## src/rtl/hazard_pkg.sv

```systemverilog
// Shared types and constants for the ID-stage hazard controller.
package hazard_pkg;

  typedef enum logic [1:0] {HZ_RUN, HZ_MEM_WAIT, HZ_FLUSH} hz_state_t;

  localparam logic [4:0] REG_ZERO = 5'd0;

  // Wide enough for FLUSH_CYCLES-1 with FLUSH_CYCLES up to 4.
  localparam int unsigned FlushCntW = 3;

  function automatic logic load_use_hit(input logic       memread,
                                        input logic [4:0] ex_rt,
                                        input logic [4:0] id_rs,
                                        input logic [4:0] id_rt,
                                        input logic       uses_rt);
    return memread && (ex_rt != REG_ZERO) &&
           ((ex_rt == id_rs) || (uses_rt && (ex_rt == id_rt)));
  endfunction

endpackage

```

## src/rtl/hazard_perf_counters.sv

```systemverilog
// Stall and flush cycle counters for the hazard unit; built only with HAZARD_PERF_CNT_EN.
module hazard_perf_counters #(
  parameter int unsigned CNT_WIDTH = 32
) (
  input  logic                 clk,
  input  logic                 rst_n,
  input  logic                 stall_inc_i,
  input  logic                 flush_inc_i,
  output logic [CNT_WIDTH-1:0] stall_cycles_o,
  output logic [CNT_WIDTH-1:0] flush_cycles_o
);

  logic [CNT_WIDTH-1:0] stall_q, stall_d;
  logic [CNT_WIDTH-1:0] flush_q, flush_d;

  always_comb begin
    stall_d = stall_inc_i ? stall_q + 1'b1 : stall_q;
    flush_d = flush_inc_i ? flush_q + 1'b1 : flush_q;
  end

  always_ff @(posedge clk or negedge rst_n) begin
    if (!rst_n) begin
      stall_q <= '0;
      flush_q <= '0;
    end else begin
      stall_q <= stall_d;
      flush_q <= flush_d;
    end
  end

  assign stall_cycles_o = stall_q;
  assign flush_cycles_o = flush_q;

endmodule

```

## src/rtl/hazard_stall_unit.sv

```systemverilog
// ID-stage hazard controller: load-use bubble, branch flush, data-memory freeze.
// Optional performance counters are enabled by defining HAZARD_PERF_CNT_EN.
module hazard_stall_unit
  import hazard_pkg::*;
#(
  parameter int unsigned FLUSH_CYCLES = 1,
  parameter int unsigned CNT_WIDTH    = 32
) (
  input  logic                 clk,
  input  logic                 rst_n,
  input  logic                 IDEX_memread_ctrl,
  input  logic [4:0]           IDEX_reg_rt,
  input  logic [4:0]           IFID_reg_rs,
  input  logic [4:0]           IFID_reg_rt,
  input  logic                 IFID_uses_rt,
  input  logic                 branch_taken,
  input  logic                 EXMEM_memaccess,
  input  logic                 dmem_ready,
  output logic                 pc_write_en,
  output logic                 IFID_write_en,
  output logic                 IDEX_bubble,
  output logic                 IFID_flush,
  output logic                 pipe_freeze,
  output logic [CNT_WIDTH-1:0] stall_cycles,
  output logic [CNT_WIDTH-1:0] flush_cycles
);

  hz_state_t              state_q, state_d;
  logic [FlushCntW-1:0]   flush_cnt_q, flush_cnt_d;
  logic                   lu_hit, mem_wait;

  assign lu_hit   = load_use_hit(IDEX_memread_ctrl, IDEX_reg_rt, IFID_reg_rs, IFID_reg_rt,
                                 IFID_uses_rt);
  assign mem_wait = EXMEM_memaccess && !dmem_ready;

  always_comb begin
    state_d       = state_q;
    flush_cnt_d   = flush_cnt_q;
    pc_write_en   = 1'b1;
    IFID_write_en = 1'b1;
    IDEX_bubble   = 1'b0;
    IFID_flush    = 1'b0;
    pipe_freeze   = 1'b0;
    if (!rst_n) begin
      // Outputs follow reset combinationally so they change the instant rst_n drops.
      pc_write_en   = 1'b0;
      IFID_write_en = 1'b0;
      IDEX_bubble   = 1'b1;
      IFID_flush    = 1'b1;
    end else begin
      case (state_q)
        HZ_RUN: begin
          if (mem_wait) begin
            pc_write_en   = 1'b0;
            IFID_write_en = 1'b0;
            pipe_freeze   = 1'b1;
            state_d       = HZ_MEM_WAIT;
          end else if (branch_taken) begin
            IFID_flush  = 1'b1;
            IDEX_bubble = 1'b1;
            if (FLUSH_CYCLES > 1) begin
              flush_cnt_d = FlushCntW'(FLUSH_CYCLES - 1);
              state_d     = HZ_FLUSH;
            end
          end else if (lu_hit) begin
            pc_write_en   = 1'b0;
            IFID_write_en = 1'b0;
            IDEX_bubble   = 1'b1;
          end
        end
        HZ_MEM_WAIT: begin
          if (!dmem_ready) begin
            pc_write_en   = 1'b0;
            IFID_write_en = 1'b0;
            pipe_freeze   = 1'b1;
          end else begin
            // A flush interrupted by the wait picks up where it left off.
            state_d = (flush_cnt_q != '0) ? HZ_FLUSH : HZ_RUN;
          end
        end
        HZ_FLUSH: begin
          if (mem_wait) begin
            pc_write_en   = 1'b0;
            IFID_write_en = 1'b0;
            pipe_freeze   = 1'b1;
            state_d       = HZ_MEM_WAIT;
          end else begin
            IFID_flush  = 1'b1;
            IDEX_bubble = 1'b1;
            flush_cnt_d = flush_cnt_q - 1'b1;
            if (flush_cnt_q == FlushCntW'(1)) state_d = HZ_RUN;
          end
        end
        default: begin
          state_d     = HZ_RUN;
          flush_cnt_d = '0;
        end
      endcase
    end
  end

  always_ff @(posedge clk or negedge rst_n) begin
    if (!rst_n) begin
      state_q     <= HZ_RUN;
      flush_cnt_q <= '0;
    end else begin
      state_q     <= state_d;
      flush_cnt_q <= flush_cnt_d;
    end
  end

`ifdef HAZARD_PERF_CNT_EN
  hazard_perf_counters #(
    .CNT_WIDTH(CNT_WIDTH)
  ) u_perf (
    .clk           (clk),
    .rst_n         (rst_n),
    .stall_inc_i   (!pc_write_en),
    .flush_inc_i   (IFID_flush),
    .stall_cycles_o(stall_cycles),
    .flush_cycles_o(flush_cycles)
  );
`else
  assign stall_cycles = '0;
  assign flush_cycles = '0;
`endif

endmodule

```

## config.mk

```make
export PLATFORM = sky130hd
export DESIGN_NAME = hazard_stall_unit
export DESIGN_NICKNAME = d
export VERILOG_FILES = /design/src/rtl/hazard_pkg.sv /design/src/rtl/hazard_perf_counters.sv /design/src/rtl/hazard_stall_unit.sv
export SDC_FILE = /design/constraint.sdc
export NUM_CORES = 1
export LEC_CHECK = 0
export BUFFER_PORTS_ARGS = -buffer_cell sky130_fd_sc_hd__buf_2
export CORE_AREA = 3 3 56 58
export DETAILED_ROUTE_END_ITERATION = 10
export DIE_AREA = 0 0 59 61
export HOLD_SLACK_MARGIN = 0.03
export PLACE_DENSITY = 0.84
export SKIP_LAST_GASP = 1
export SLEW_MARGIN = 15
export SYNTH_ARGS = -nofsm -noshare
export SYNTH_HDL_FRONTEND = slang
export SYNTH_SLANG_ARGS = --single-unit
```

## constraint.sdc

```tcl
create_clock -name clk -period 1.8 [get_ports clk]
set_input_delay 0.09 -clock clk [delete_from_list [all_inputs] [get_ports clk]]
set_output_delay 0.09 -clock clk [all_outputs]
set_load 0.03 [all_outputs]
```

==> reports/results.txt <==
Req. time, crit path: 1710 ps
Layout Cells excl Fill: 189
Hold Buf Count CTS: 1
Net Sw Frac: 0.551
Final TNS setup: 0 ps
initial core utilization: 0.368
n_diodes: 0
area of the multi-input gates: 602 µm²
fin area: 947 µm²
Worst-Skew Late Latency: 240 ps
Max clock buf depth: 2
routed vias/inst: 3.81
Tcrit/Tclk final: 0.948
CP startpoint: state_q[0]$_DFFE_PN0P_
chip height: 61 µm
Static Leak: 0.546 nW
largest net degree at the start of global routing: 13
fin. max-slew vios: 0
Clk pin slew, worst setup/hold paths: 40 ps
f_max: 586 MHz
TritonCTS clock tree: yes
Layout area overhead: -5.02%
Worst Hold Class: in2reg
most common cell after layout, fill and taps aside: conb_1
CTS buffer count: 3
GRT overflow: 0
RSZ-0062 raised after global routing: false
DR pass1 iterations: 4
final worst slack: 93.5 ps
placed insts: 184
Gate Count Post-Synth: 130
Sw Pwr: 310 µW
cell row count: 19
Final Hold Vio Count: 0
number of nets still failing antenna checks after routing: 0
leading area contributor after synthesis: buf_4
clock share of power: 0.231
register bit total from synthesis: 5
Placement Setup Slack: 314 ps
Post-DP Area: 911 µm²
maximum vdd drop: 222 µV
setup violators final: 0
Detail Placement HPWL: 1550 µm
post-CTS setup buffers: 0
Clock Tree Root: clkbuf_4
Worst Min Path Start: EXMEM_memaccess
Mapped Area: 997 µm²
routed wire length: 1690 µm
layout cells sized above 1: 0.190
fin crit period: 1710 ps
CP endpoint kind: output port
Vias: 721
PostCTS Resize Cnt: 0
FF-to-FF Start: flush_cnt_q[0]$_DFFE_PN0P_
Max Cap Violations: 0
GRT Total Usage: 0.0911
DIE WIDTH: 59 µm
Seq pwr share: 0.221
DIE AREA: 3600 µm²
CP max FO: 9
H-tree Lvls: 1
Synth cell types: 26
DRC: 0
clock sink count: 5
# nets final: 184
WS Path Type: reg2out
Setup Skew: 0.495 ps
final core occ: 0.349
initial drt markers: 17
wire per inst: 8.95 µm
most frequent cells in the layout: conb_1 (64), buf_2 (26), xor2_1 (9)
outcome: complete, no violations
worst hold slack: 142 ps
Reg area: 125 µm²
vias in the first global route: 650
global-route wire length before repair: 2560 µm
P per Cell Area: 595 nW/µm²
total power: 564 µW
Seq/Total Area, Yosys: 0.125
CP Launch Type: flop
largest cells by area after synthesis: buf_4 (49%), dfrtp_1 (13%), xor2_1 (7.9%)
synth warn: 0
total I/O pin count: 91
core box area: 2710 µm²
post-synth top area share: 0.489
Filler Cells Inserted: 301
Worst Path Arrival: 1620 ps
gpl congestion: 0.692
# port buffers: 26
Avg Cell Area, Syn: 7.67 µm²
Power Internal: 253 µW
antenna violations before repair: 0
Logic pwr share: 0.549
-- metal layers --
layer | vias up | track usage | routed length [µm]
li1 | 349 | - | -
met1 | 318 | 0.0939 | 499
met2 | 52 | 0.180 | 977
met3 | 2 | 0.0128 | 196
met4 | 0 | 0.0421 | 17
met5 | - | 0 | 0
-- registers in the layout, indices dropped and copies added (netlist names) --
name / count
flush_cnt_q: 3
state_q: 2
-- cells by family after synthesis --
group                    count (synthesis)  share of synthesized area
AO/OA/AOI/OAI                           19                      0.119
XOR/XNOR                                10                     0.0878
adder cells (fa/ha/maj)                  3                     0.0376
buffers and inverters                   70                      0.508
flip-flops                               5                      0.125
multiplexers                             1                     0.0100
other                                    1                    0.00376
AND/OR/NAND/NOR                         21                      0.108
-- layout make-up --
type / instances / area share
Clock buffer: 4 / 0.0277
Inverter: 4 / 0.0159
Multi-Input combinational cell: 118 / 0.635
Sequential cell: 5 / 0.132
Tap cell: 31 / 0.0410
Timing Repair Buffer: 27 / 0.148
-- power by group through the flow --
| stage | combinational (mW) | clock [mW] | sequential (mW) |
|---|---|---|---|
| final | 0.309 | 0.130 | 0.124 |
| after global placement | 0.301 | 0 | 0.125 |
| after detailed placement | 0.305 | 0 | 0.126 |
| after CTS | 0.307 | 0.137 | 0.124 |
| after floorplan | 0.368 | 0 | 0.118 |
| after global routing | 0.332 | 0.144 | 0.125 |
-- cells in the mapped netlist, drive strengths merged --
master / n
inv: 4
dfrtp: 5
o21ai: 8
nand2: 8
o22a: 1
or4: 1
a21o: 1
buf: 65
xor2: 9
mux2i: 1
a32oi: 1
conb: 1
nand3: 1
nor2: 3
xnor2: 1
o311ai: 1
o31ai: 1
nor3: 2
ha: 3
nor4: 1
clkbuf: 1
a21oi: 4
o211ai: 1
nand2b: 4
o311a: 1
nor2b: 1
-- final timing paths --
check	to	cells past startpoint	slack [ps]
worst max-delay path	IFID_write_en	5	90
worst min-delay path	state_q[0]$_DFFE_PN0P_	3	140
worst max register to register	flush_cnt_q[2]$_DFFE_PN0P_	5	660
worst min register to register	flush_cnt_q[1]$_DFFE_PN0P_	2	510
max in group asynchronous	flush_cnt_q[1]$_DFFE_PN0P_	2	1370
min in group asynchronous	flush_cnt_q[2]$_DFFE_PN0P_	2	250
-- worst max-delay path: stages (launching register included) --
cell	delay, ps
dfrtp_1	470
inv_1	140
nand2_1	120
o21ai_0	230
o311a_1	210
buf_2	200
No activity file was read; power rests on OpenSTA's default activity.
